`config.mk`:
```
export PLATFORM = sky130hd
export DESIGN_NAME = image_frame_loader
export DESIGN_NICKNAME = d
export VERILOG_FILES = /design/src/rtl/image_frame_loader.sv
export SDC_FILE = /design/constraint.sdc
export NUM_CORES = 1
export LEC_CHECK = 0
export ABC_AREA = 1
export BUFFER_PORTS_ARGS = -buffer_cell sky130_fd_sc_hd__buf_2
export CORE_MARGIN = 2
export CORE_UTILIZATION = 28
export CTS_CLUSTER_DIAMETER = 80
export DETAILED_ROUTE_END_ITERATION = 16
export PLACE_DENSITY = 0.52
export SLEW_MARGIN = 20
export SYNTH_ARGS = -nofsm -noshare
export SYNTH_HDL_FRONTEND = slang
export SYNTH_SLANG_ARGS = --single-unit
```
`constraint.sdc`:
```
create_clock -name clk_25 -period 2.48 [get_ports clk_25]
set_input_delay 0.248 -clock clk_25 [delete_from_list [all_inputs] [get_ports clk_25]]
set_output_delay 0.248 -clock clk_25 [all_outputs]
set_load 0.02 [all_outputs]
```
`src/rtl/image_frame_loader.sv`:
```
// rtl/image_frame_loader.sv - byte stream to 24-bit RGB frame-memory writer
// Optional LOADER_CHECKSUM_EN: trailing checksum byte per frame, adds csum_err.
module image_frame_loader #(
    parameter int HVID   = 640,
    parameter int VVID   = 480,
    parameter int ADDR_W = 19
) (
    input  logic              clk_25,
    input  logic              rst,
    input  logic              load_en,
    input  logic [7:0]        s_data,
    input  logic              s_valid,
    input  logic              s_sof,
    output logic              s_ready,
    output logic              mem_we,
    output logic [ADDR_W-1:0] mem_addr,
    output logic [23:0]       mem_wdata,
    output logic              busy,
    output logic              frame_done,
`ifdef LOADER_CHECKSUM_EN
    output logic              csum_err,
`endif
    output logic              sof_err
);

    localparam int FRAME_PIXELS = HVID * VVID;
    localparam logic [ADDR_W-1:0] LAST_IDX = ADDR_W'(FRAME_PIXELS - 1);

`ifdef LOADER_CHECKSUM_EN
    typedef enum logic [1:0] {IDLE, LOAD, CSUM} state_t;
`else
    typedef enum logic [1:0] {IDLE, LOAD} state_t;
`endif

    state_t              state_q, state_d;
    logic [1:0]          phase_q, phase_d;
    logic [ADDR_W-1:0]   idx_q, idx_d;
    logic [7:0]          r_q, r_d, g_q, g_d;
    logic                we_d, done_d, sof_err_d;
    logic [ADDR_W-1:0]   addr_d;
    logic [23:0]         wdata_d;
    logic                acc, restart;
`ifdef LOADER_CHECKSUM_EN
    logic [7:0]          csum_q, csum_d;
    logic                csum_err_d;
`endif

    assign s_ready = load_en;
    assign acc     = s_valid && load_en;
    assign busy    = (state_q != IDLE);

    always_comb begin
        state_d   = state_q;
        phase_d   = phase_q;
        idx_d     = idx_q;
        r_d       = r_q;
        g_d       = g_q;
        we_d      = 1'b0;
        addr_d    = mem_addr;
        wdata_d   = mem_wdata;
        done_d    = 1'b0;
        sof_err_d = 1'b0;
        restart   = 1'b0;
`ifdef LOADER_CHECKSUM_EN
        csum_d     = csum_q;
        csum_err_d = 1'b0;
`endif
        case (state_q)
            IDLE: begin
                if (acc && s_sof) restart = 1'b1;
            end
            LOAD: begin
                if (acc && s_sof) begin
                    restart   = 1'b1;
                    sof_err_d = 1'b1;
                end else if (acc) begin
`ifdef LOADER_CHECKSUM_EN
                    csum_d = csum_q + s_data;
`endif
                    case (phase_q)
                        2'd1: begin
                            g_d     = s_data;
                            phase_d = 2'd2;
                        end
                        2'd2: begin
                            we_d    = 1'b1;
                            addr_d  = idx_q;
                            wdata_d = {r_q, g_q, s_data};
                            phase_d = 2'd0;
                            if (idx_q == LAST_IDX) begin
                                idx_d = '0;
`ifdef LOADER_CHECKSUM_EN
                                state_d = CSUM;
`else
                                state_d = IDLE;
                                done_d  = 1'b1;
`endif
                            end else begin
                                idx_d = idx_q + ADDR_W'(1);
                            end
                        end
                        default: begin
                            r_d     = s_data;
                            phase_d = 2'd1;
                        end
                    endcase
                end
            end
`ifdef LOADER_CHECKSUM_EN
            CSUM: begin
                if (acc && s_sof) begin
                    restart   = 1'b1;
                    sof_err_d = 1'b1;
                end else if (acc) begin
                    done_d     = 1'b1;
                    csum_err_d = (s_data != csum_q);
                    state_d    = IDLE;
                end
            end
`endif
            default: state_d = IDLE;
        endcase

        // An SOF byte always becomes R of pixel 0; any partial pixel is dropped.
        if (restart) begin
            state_d = LOAD;
            r_d     = s_data;
            phase_d = 2'd1;
            idx_d   = '0;
`ifdef LOADER_CHECKSUM_EN
            csum_d  = s_data;
`endif
        end
    end

    always_ff @(posedge clk_25 or posedge rst) begin
        if (rst) begin
            state_q    <= IDLE;
            phase_q    <= 2'd0;
            idx_q      <= '0;
            r_q        <= 8'd0;
            g_q        <= 8'd0;
            mem_we     <= 1'b0;
            mem_addr   <= '0;
            mem_wdata  <= 24'd0;
            frame_done <= 1'b0;
            sof_err    <= 1'b0;
`ifdef LOADER_CHECKSUM_EN
            csum_q     <= 8'd0;
            csum_err   <= 1'b0;
`endif
        end else begin
            state_q    <= state_d;
            phase_q    <= phase_d;
            idx_q      <= idx_d;
            r_q        <= r_d;
            g_q        <= g_d;
            mem_we     <= we_d;
            mem_addr   <= addr_d;
            mem_wdata  <= wdata_d;
            frame_done <= done_d;
            sof_err    <= sof_err_d;
`ifdef LOADER_CHECKSUM_EN
            csum_q     <= csum_d;
            csum_err   <= csum_err_d;
`endif
        end
    end

endmodule

```
-- Word level (Yosys, flattened, before mapping)
Index checks and enable logic that the tools add are counted.
W data, S select, Z words.
- bits in registers: 85
- word-level logic and storage cells: 72
- add/subtract/negate cells: 1
- equal/unequal tests: 11
- multiplexer cells: 34
- bitwise gates (word level): 1
- reduce and logical (&&, ||, !) cells: 15
- operators by type and width (kind ; count):
    $mux W19 ; 6
    $mux W8 ; 5
    $add A19 B1 Y19 const B ; 1
    $eq A19 B19 Y1 const B ; 1
    $mux W2 ; 9
    $reduce_and A4 Y1 ; 4
    $mux W1 ; 12
    $ne A3 B3 Y1 const B ; 4
    $pmux W2 S2 ; 2
    $reduce_bool A2 Y1 ; 4
    $reduce_and A5 Y1 ; 1
    $eq A2 B1 Y1 const B ; 2
    $ne A2 B2 Y1 const B ; 2
    $reduce_or A2 Y1 ; 2
    $reduce_and A3 Y1 ; 1
    $eq A2 B2 Y1 const B ; 1
    $logic_and A1 B1 Y1 ; 2
    $logic_not A2 Y1 ; 1
    $ne A2 B1 Y1 const B ; 1
    $not A1 Y1 ; 1

-- Depth between registers and ports, before layout
Gate-level depths: netlist of the first run.
- depth after elaboration: 7
- depth in mapped cells: 11

-- Worst setup path before layout of the first run
Ideal clock, no wire load.
- kind: register -> register
- start: reg phase_q[0]
- end: reg phase_q[0]
- arrival: 1391 ps
- path slack: 960 ps
- cell stages (with the launch flop): 6
- period minus slack after synthesis: 1520 ps
- cell sequence: dfrtp_1 -> inv_1 -> ha_1 -> o211ai_1 -> clkbuf_2 -> o21ai_0
- cells in the longest elaborated chain, start to end: 6
- elaborated cells between the ends (all ways): 7
- those cells by class: eq/ne (2); mux (5)
- ends and longest elaborated chain (what ; RTL line ; text):
    start: declaration ; 36 ; logic [1:0] phase_q, phase_d;
    start signal: assignment ; 154 ; phase_q <= phase_d;
    $eq A2 B2 Y1 / $eq A2 B1 Y1 (equally long branches) ; 80 ; case (phase_q)
    $pmux W2 S2 (*) ; 80 ;
    $mux W2 (*) ; 76 ; end else if (acc) begin
    $mux W2 (*) ; 73 ; if (acc && s_sof) begin
    $mux W2 (*) ; 68 ; case (state_q)
    $mux W2 (*) ; 125 ; if (restart) begin
Every way passes the cells marked *; elsewhere a longest branch is shown, timed or not. The select of a mux whose other input is x is not followed.
A chain may end at the register's enable or synchronous reset.

-- Worst setup path in the final report of the first run
- start: reg phase_q[0]
- end: reg mem_wdata[15]
- cells in the longest elaborated chain, start to end: 2
- ends and longest elaborated chain (what ; RTL line ; text):
    $eq A2 B2 Y1 ; 80 ;
    $reduce_and A4 Y1 (no line) ; n/a ;
    end signal: assignment ; 160 ; mem_wdata <= wdata_d;
    end: declaration ; 17 ; output logic [23:0] mem_wdata,
No other way between the ends.

==> results of run 1 <==
[power by group through the flow]
stage	Sequential, mW	Combinational, mW	Clock [mW]
floorplan	2.51	0.599	0
global placement	2.20	1.42	0
detailed placement	2.21	1.43	0
CTS	2.19	1.45	1.30
global route	2.25	1.62	1.36
finish	2.18	1.42	1.26
[layout by cell type (no fill, tap or decap)]
cell and n:
a21oi_2 1, a21oi_4 1, buf_12 1, buf_2 60
buf_4 2, clkbuf_16 9, clkinv_1 1, clkinv_2 2
clkinv_4 2, clkinvlp_4 1, dfrtp_1 84, dlygate4sd3_1 1
ha_1 4, inv_1 44, inv_2 1, inv_6 2
inv_8 1, nand2_1 154, nand2_2 3, nand3_1 18
nand3_2 1, nand4_1 10, nor2_1 36, nor2_2 2
nor3_1 1, o211ai_1 1, o21ai_0 54, xor2_1 2
[worst paths after layout]
kind / slack (ns) / startpoint / depth (start not counted) / end
max: 0.52 / phase_q[0] / 8 / mem_wdata[15]
min: 0.22 / s_data[1] / 3 / r_q[1]
max reg2reg: 0.52 / phase_q[0] / 8 / mem_wdata[15]
min reg2reg: 0.46 / r_q[6] / 2 / mem_wdata[22]
max in group asynchronous: 1.34 / rst / 4 / mem_addr[11]
min in group asynchronous: 0.47 / rst / 3 / phase_q[0]
[sequential cells by signal, indices dropped and copies added, names as in the netlist]
name and cells:
frame_done 1, g_q 8, idx_q 19, mem_addr 19
mem_wdata 24, mem_we 1, phase_q 2, r_q 8
sof_err 1, state_q 1
[logic make-up (layout without fill, tap and decap cells)]
family                     Yosys count  in the layout  share of synthesized area [%]
AOI/OAI and AO/OA                   57             57                          8.311
xor gates and xnor gates             2              2                         0.4809
and+or+nand+nor                    225            225                          24.97
buffers and inverters               62            127                          7.177
adders and majority gates            4              4                          1.374
DFF                                 84             84                          57.69
[worst min-delay path, delay by kind of cell]
family | cells | cell delay (ns)
compound gates | 1 | 0.15
buf+inv | 2 | 0.13
[area by class of cell]
type	count	area share (%)
Multi-Input combinational cell	288	29.10
Tap cell	172	4.884
Inverter	47	4.032
Sequential cell	84	47.70
Timing Repair Buffer	64	7.836
Clock buffer	9	5.111
Clock inverter	7	1.334
[per-layer routing]
metal | track usage (%) | share of wire (%)
met1 | 16.16 | 47
met2 | 20.56 | 46
met3 | 3.488 | 5.1
met4 | 3.614 | 1.3
met5 | 0 | 0
[per-stage QoR]
stage,std cells,cell area (um2)
2_1_floorplan,434,3643
3_3_place_gp,654,4113
3_5_place_dp,654,4113
4_1_cts,671,4407
5_1_grt,671,4407
6_report,671,4407
==> metrics.md, run 1 <==
| Metric | Value |
|---|---|
| Reg power frac | `44.9%` |
| Initial DRC count | `105` |
| Post-synthesis sequential area ratio | `57.69%` |
| Antenna violation net count after detailed routing | `0` |
| Min cycle time layout | `1.964 ns` |
| Synth warn | `0` |
| TritonCTS clock tree | `yes` |
| Pint | `3.040 mW` |
| Top_reg_cell synth | `dfrtp_1` |
| CTS buffer count | `9` |
| Antenna violations before repair | `0` |
| Crit path buf inv count | `3` |
| CP required | `2.71 ns` |
| Clock power share | `26.0%` |
| Die Ht | `118.1 um` |
| Post-Syn Area per Cell | `8.395 um2` |
| Post-Syn Area | `0.003643 mm2` |
| CTS max path bufs | `2` |
| Largest area contributor in the netlist | `dfrtp_1` |
| Clk_lat worst skew | `0.34 ns` |
| Max incr delay on CP | `0.53 ns` |
| Worst Max-Slew Pin Slew | `0.5802 ns` |
| Status | `completed` |
| Fmax | `0.5090 GHz` |
| Critical path class | `reg -> reg` |
| Async S/R FF share, synth | `100.0%` |
| Mapped Cells | `434` |
| # hold bufs at CTS | `1` |
| Number of synthesized flops with an enable pin | `0` |
| CP endpoint kind | `flop` |
| First-pass GRT wire length | `14150 um` |
| DR vias | `2902` |
| Total GRT Usage | `12.54%` |
| Die width | `118.1 um` |
| Filler cells | `1329` |
| Dpl ws | `0.4847 ns` |
| Final core occ | `34.78%` |
| CP Data Arrival Time | `2.19 ns` |
| Worst setup margin | `0.5156 ns` |
| Routed WL | `8148 um` |
| Largest net degree at the start of global routing | `58` |
| Sw Share | `37.45%` |
| Post CTS Setup Buffer Count | `0` |
| Tcrit/Tclk final | `79.21%` |
| Final Hold Vio Count | `0` |
| Post-DP HPWL | `5764 um` |
| # port buffers | `60` |
| Worst-path maximum fanout | `22` |
| Total congestion overflow | `0` |
| Clk root buf | `clkbuf_16` |
| Area growth, synth to finish | `20.95%` |
| Synth unique cells | `23` |
| Die ar. | `0.01394 mm2` |
| Vias/cell | `4.325` |
| Crit-path cells | `inv_1 > ha_1 > inv_1 > nor3_1 > nand2_2 > clkinv_1 > nand2_1 > nand2_1` |
| Area share of the largest cell type after synthesis | `57.69%` |
| RSZ-0062 raised after global routing | `false` |
| Wirelength per Cell | `12.14 um` |
| Footprint of the multi-input gates | `0.001282 mm2` |
| Post-CTS sizing | `0` |
| Slowest CP cell | `clkinv_1` |
| Max VDD drop | `0.5023 mV` |
| # IOs | `61` |
| Core Region | `0.01267 mm2` |
| Pwr Density | `1103 mW/mm2` |
| Switching pwr | `1.820 mW` |
| H-tree levels | `3` |
| Final setup TNS | `0 ns` |
| CTS clk-pin slew, worst paths | `0.07 ns` |
| Worst Hold Class | `in -> reg` |
| Largest delay contributor family on the critical path | `buffers and inverters` |
| Count leader, synth | `nand2_1` |
| Combinational cell fraction of total power | `29.2%` |
| Top cells by area, synth | `dfrtp_1 (58%), nand2_1 (16%), o21ai_0 (7.4%)` |
| Crit path launch type | `flop` |
| Hold slack | `0.2248 ns` |
| Post-synthesis register bit count | `84` |
| Max Transition Viols Final | `0` |
| ANT cells | `0` |
| Layout cell share with drive strength beyond 1 | `17.84%` |
| FP Rows | `41` |
| Top post-synthesis cells by count | `nand2_1 (155), dfrtp_1 (84), o21ai_0 (54), inv_1 (45), nor2_1 (36)` |
| Syn_nets | `451` |
| Max Cap Viol | `0` |
| Final-report setup violation count | `0` |
| DRT Pass-1 Iters | `4` |
| Max_slew headroom | `61.20%` |
| # DRC | `0` |
| Vias in the first global route | `2907` |
| Starting Density | `28.75%` |
| Layout Nets | `511` |
| CTS sink cnt | `84` |
| Final RePlAce weighted congestion | `0.7948` |
| PnR Total Power | `4.860 mW` |
| FF+latch area | `0.002102 mm2` |
| Clock skew | `0.006348 ns` |
| Leak | `2.325 nW` |
No activity file was read; power rests on OpenSTA's default activity.
==> run 2, diff against run 1 <==
--- a/config.mk
+++ b/config.mk
@@ -11,7 +11,7 @@
 export CORE_UTILIZATION = 28
 export CTS_CLUSTER_DIAMETER = 80
 export DETAILED_ROUTE_END_ITERATION = 16
-export PLACE_DENSITY = 0.52
+export PLACE_DENSITY = 0.5
 export SLEW_MARGIN = 20
 export SYNTH_ARGS = -nofsm -noshare
 export SYNTH_HDL_FRONTEND = slang
==> constraint.sdc (replaced) <==
create_clock -name clk_25 -period 1.9 [get_ports clk_25]
set_input_delay 0.19 -clock clk_25 [delete_from_list [all_inputs] [get_ports clk_25]]
set_output_delay 0.19 -clock clk_25 [all_outputs]
set_load 0.02 [all_outputs]
==> run 2 against run 1 <==
  * Critical path depth unchanged
  * Setup slack got worse by 0.31 ns
  * Maximum frequency is 16% higher
  * Critical endpoint is now mem_addr[1]
  * Core utilization increased by 0.66 points
==> metrics.md, run 2 (synthesis gave the netlist of run 1 again) <==
| Metric | Value |
|---|---|
| Status | `completed` |
| Largest net degree at the start of global routing | `76` |
| Final Instance Count excl. Fillers | `680` |
| Final core occ | `35.44%` |
| Antenna violation net count after detailed routing | `0` |
| Leak | `2.365 nW` |
| # hold bufs at CTS | `1` |
| First-pass GRT wire length | `14650 um` |
| CTS buffer count | `9` |
| CTS clk-pin slew, worst paths | `0.06 ns` |
| TritonCTS clock tree | `yes` |
| Worst-path maximum fanout | `50` |
| Post-DP HPWL | `5966 um` |
| # DRC | `0` |
| Critical path origin | `phase_q[0]` |
| Final setup TNS | `0 ns` |
| Layout Nets | `520` |
| Worst Hold Class | `in -> reg` |
| Layout cell share with drive strength beyond 1 | `19.29%` |
| Largest delay contributor family on the critical path | `simple AND/OR/NAND/NOR gates` |
| ANT cells | `0` |
| # IOs | `61` |
| Max Transition Viols Final | `0` |
| CP required | `2.10 ns` |
| Crit path launch type | `flop` |
| Number of flip-flops under the largest register name | `24` |
| Final Hold Vio Count | `0` |
| Post-CTS sizing | `0` |
| Commonest non-fill, non-tap cell in the layout | `nand2_1` |
| Clk root buf | `clkbuf_16` |
| Clock skew | `0.007283 ns` |
| R2R depth | `8` |
| Worst reg-to-reg setup slack | `0.21 ns` |
| RSZ-0062 raised after global routing | `false` |
| DRT Pass-1 Iters | `4` |
| Die Ht | `118.1 um` |
| Max_slew headroom | `65.50%` |
| Max VDD drop | `0.6703 mV` |
| Final RePlAce weighted congestion | `0.7867` |
| Most used cell, CP | `inv_1` |
| Hold slack | `0.1580 ns` |
| FP Rows | `41` |
| Worst setup margin | `0.2071 ns` |
| Area growth, synth to finish | `23.25%` |
| Cell Area, Placed | `0.004195 mm2` |
| Worst path depth | `8` |
| Min cycle time layout | `1.693 ns` |
| Max incr delay on CP | `0.41 ns` |
| Critical path class | `reg -> reg` |
| H-tree levels | `3` |
| R2R Path Start | `phase_q[0]` |
| Footprint of the multi-input gates | `0.001282 mm2` |
| Post CTS Setup Buffer Count | `0` |
| CP Data Arrival Time | `1.89 ns` |
| Core Region | `0.01267 mm2` |
| Clk_lat worst skew | `0.34 ns` |
| DR vias | `3021` |
| Most frequent cells in the layout | `nand2_1 (154), dfrtp_1 (84), buf_2 (60), o21ai_0 (54), inv_1 (44)` |
| Die ar. | `0.01394 mm2` |
| Largest Register | `mem_wdata` |
| Final instance area | `0.004491 mm2` |
| Tcrit/Tclk final | `89.10%` |
| Die width | `118.1 um` |
| CTS sink cnt | `84` |
| Starting Density | `28.75%` |
| Antenna violations before repair | `0` |
| Post-Place Cells | `663` |
| Top flop regs | `mem_wdata (24), idx_q (19), mem_addr (19)` |
| Slowest CP cell | `dfrtp_1` |
| PnR Total Power | `6.358 mW` |
| Total congestion overflow | `0` |
| Crit path buf inv count | `3` |
| Max Cap Viol | `0` |
| Wirelength per Cell | `12.29 um` |
| Vias/cell | `4.443` |
| # port buffers | `60` |
| Fmax | `0.5907 GHz` |
| Crit-path cells | `inv_1 > ha_1 > inv_1 > nor3_1 > nand2_2 > buf_4 > nand2_1 > o21ai_0` |
| CP endpoint | `mem_addr[1]` |
| Dpl ws | `0.1921 ns` |
| Total GRT Usage | `12.99%` |
| FF+latch area | `0.002102 mm2` |
| Initial DRC count | `163` |
| Vias in the first global route | `3034` |
| CTS max path bufs | `2` |
| CP endpoint kind | `flop` |
| Routed WL | `8355 um` |
| Filler cells | `1350` |
| Pwr Density | `1416 mW/mm2` |
| Final-report setup violation count | `0` |
| R2R Path End | `mem_addr[1]` |
| Worst Max-Slew Pin Slew | `0.5143 ns` |
## run 2: final cells by class
class	count	share of cell area, %
Sequential cell	84	46.81
Multi-Input combinational cell	288	28.56
Timing Repair Buffer	73	9.473
Clock buffer	10	5.322
Tap cell	172	4.792
Inverter	47	4.012
Clock inverter	6	1.031
## run 2: worst reg2reg max path, stage by stage, from the launching register on
cell and delay, ns:
dfrtp_1 0.41, inv_1 0.09, ha_1 0.14, inv_1 0.05, nor3_1 0.28, nand2_2 0.11
buf_4 0.30, nand2_1 0.11, o21ai_0 0.08
## run 2: worst min-delay path by stage
| stage | startpoint | to | slack [ns] | depth (start not counted) |
|---|---|---|---|---|
| after floorplan | s_data[0] | r_q[0] | 0.36 | 2 |
| after global placement | rst | mem_wdata[21] | 0.14 | 2 |
| after detailed placement | rst | mem_wdata[21] | 0.15 | 2 |
| after CTS | s_data[5] | r_q[5] | 0.15 | 3 |
| after global routing | s_data[0] | r_q[0] | 0.16 | 3 |
| final | s_data[4] | mem_wdata[4] | 0.16 | 3 |
## run 2: metal layers
| metal | wire, um | vias to the layer above | part of all wire [%] | track usage, % |
|---|---|---|---|---|
| li1 | - | 1503 | - | - |
| met1 | 3873 | 1448 | 46 | 16.12 |
| met2 | 4039 | 60 | 48 | 21.75 |
| met3 | 350 | 10 | 4.2 | 3.585 |
| met4 | 92 | 0 | 1.1 | 4.292 |
| met5 | 0 | - | 0 | 0 |
## run 2: where the power goes
group	switching (mW)	leakage [nW]	internal, mW
combinational	1.23	1.16	0.644
clock	0.715	0.135	0.929
sequential	0.409	1.07	2.43
total	2.35	2.36	4.00
==> run 3, diff against run 2 <==
--- a/config.mk
+++ b/config.mk
@@ -12,6 +12,7 @@
 export CTS_CLUSTER_DIAMETER = 80
 export DETAILED_ROUTE_END_ITERATION = 16
 export PLACE_DENSITY = 0.5
+export RECOVER_POWER = 50
 export SLEW_MARGIN = 20
 export SYNTH_ARGS = -nofsm -noshare
 export SYNTH_HDL_FRONTEND = slang
==> run 3 against run 2 <==
  * Sequential power is essentially flat
  * Highest routed layer unchanged
  * Clock-buffer cell count is the same
  * Flip-flop and latch count is the same
==> metrics.md, run 3 (synthesis gave the netlist of run 1 again) <==
| Metric | Value |
|---|---|
| Layout Nets | `520` |
| Final setup TNS | `0 ns` |
| Max VDD drop | `0.6674 mV` |
| # port buffers | `60` |
| CTS buffer count | `9` |
| Critical path class | `reg -> reg` |
| R2R Path Start | `phase_q[0]` |
| RSZ-0062 raised after global routing | `false` |
| Leak | `2.208 nW` |
| Worst Max-Slew Pin Slew | `0.6922 ns` |
| Total GRT Usage | `12.99%` |
| Worst reg-to-reg setup slack | `0.20 ns` |
| Post-CTS sizing | `0` |
| CTS max path bufs | `2` |
| Hold slack | `0.1590 ns` |
| H-tree levels | `3` |
| Sw Share | `37.68%` |
| Final core occ | `34.92%` |
| R2R depth | `8` |
| Max Cap Viol | `0` |
| Clk_lat worst skew | `0.34 ns` |
| Final Hold Vio Count | `0` |
| Min cycle time layout | `1.702 ns` |
| Largest net degree at the start of global routing | `76` |
| Die ar. | `0.01394 mm2` |
| Switching pwr | `2.362 mW` |
| CTS clk-pin slew, worst paths | `0.06 ns` |
| Die width | `118.1 um` |
| Hold path endpoint | `mem_wdata[4]` |
| Largest Register | `mem_wdata` |
| Reg power frac | `45.5%` |
| Commonest non-fill, non-tap cell in the layout | `nand2_1` |
| Footprint of the multi-input gates | `0.001279 mm2` |
| FF+latch area | `0.002102 mm2` |
| Combinational cell fraction of total power | `28.4%` |
| # IOs | `61` |
| Core Region | `0.01267 mm2` |
| Pwr Density | `1417 mW/mm2` |
| Clock skew | `0.007956 ns` |
| Total congestion overflow | `0` |
| Filler cells | `1376` |
| Vias/cell | `4.404` |
| CTS sink cnt | `84` |
| DRT Pass-1 Iters | `4` |
| Most frequent cells in the layout | `nand2_1 (154), dfrtp_1 (84), o21ai_0 (54), inv_1 (44), clkbuf_1 (41)` |
| Die Ht | `118.1 um` |
| Worst-path maximum fanout | `50` |
| Top flop regs | `mem_wdata (24), idx_q (19), mem_addr (19)` |
| # DRC | `0` |
| Clock power share | `26.2%` |
| CP Data Arrival Time | `1.90 ns` |
| Post-DP HPWL | `5966 um` |
| ANT cells | `0` |
| Max_slew headroom | `53.85%` |
| Cell Area, Placed | `0.004195 mm2` |
| Antenna violation net count after detailed routing | `0` |
| Worst setup margin | `0.1985 ns` |
| Dpl ws | `0.1921 ns` |
| Final instance area | `0.004424 mm2` |
| Antenna violations before repair | `0` |
| Area growth, synth to finish | `21.43%` |
| Tcrit/Tclk final | `89.55%` |
| Initial DRC count | `165` |
| FP Rows | `41` |
| Crit path launch type | `flop` |
| Fmax | `0.5877 GHz` |
| TritonCTS clock tree | `yes` |
| DR vias | `2995` |
| Layout cell share with drive strength beyond 1 | `11.02%` |
| First-pass GRT wire length | `14650 um` |
| WHS Path Cells | `3` |
| Critical path origin | `phase_q[0]` |
| R2R Path End | `mem_addr[1]` |
| CP required | `2.10 ns` |
| Final RePlAce weighted congestion | `0.7867` |
| Clk root buf | `clkbuf_16` |
| Final-report setup violation count | `0` |
| Wirelength per Cell | `12.38 um` |
| Vias in the first global route | `3034` |
| Routed WL | `8416 um` |
| Starting Density | `28.75%` |
| Hold Crit Start | `s_data[4]` |
| Status | `completed` |
| Worst Hold Class | `in -> reg` |
| Number of flip-flops under the largest register name | `24` |
| Max Transition Viols Final | `0` |
| Pint | `3.906 mW` |
| CP endpoint kind | `flop` |
-- run 3: layout make-up --
cell class                      instances  area share (%)
Clock buffer                           10           5.402
Clock inverter                          6           1.046
Inverter                               47           4.016
Multi-Input combinational cell        288           28.90
Sequential cell                        84           47.51
Tap cell                              172           4.864
Timing Repair Buffer                   73           8.258
-- run 3: routing by layer --
metal | GRT usage (%) | up-vias | share of wire [%]
met3 | 3.585 | 2 | 3.9
met2 | 21.75 | 54 | 49
met5 | 0 | - | 0
met1 | 16.12 | 1435 | 47
met4 | 4.292 | 0 | 0.34
li1 | - | 1504 | -
-- run 3: critical path, cell delays in order, from the launching register on --
cell     delay [ns]
dfrtp_1        0.41
inv_1          0.09
ha_1           0.14
inv_1          0.05
nor3_1         0.28
nand2_2        0.11
buf_4          0.30
nand2_1        0.10
o21ai_0        0.08
-- run 3: per-stage QoR --
step / power, mW / instances
after global routing: 6.748 / 680
final: 6.267 / 680
after CTS: 6.465 / 680
after detailed placement: 4.782 / 663
after global placement: 4.746 / 663
after floorplan: 4.062 / 434
-- run 3: worst max path at each step --
stage | to | slack [ns] | cells after the start
4_1_cts | mem_addr[1] | 0.19 | 8
2_1_floorplan | phase_q[0] | 0.38 | 5
5_1_grt | mem_addr[8] | 0.04 | 8
3_5_place_dp | mem_addr[5] | 0.19 | 8
6_report | mem_addr[1] | 0.20 | 8
3_3_place_gp | mem_wdata[20] | 0.26 | 8
-- run 3: power groups by stage --
stage,clock (mW),sequential (mW),combinational [mW]
finish,1.64,2.85,1.78
global route,1.78,2.95,2.02
CTS,1.70,2.85,1.92
detailed placement,0,2.87,1.91
global placement,0,2.86,1.88
floorplan,0,3.28,0.782
-- run 3: repair_timing --
item | 4_1_cts | 5_1_grt
endpoints found under the hold margin | 9 | 0
setup buffers | 0 | 0
hold buffers | 1 | 0
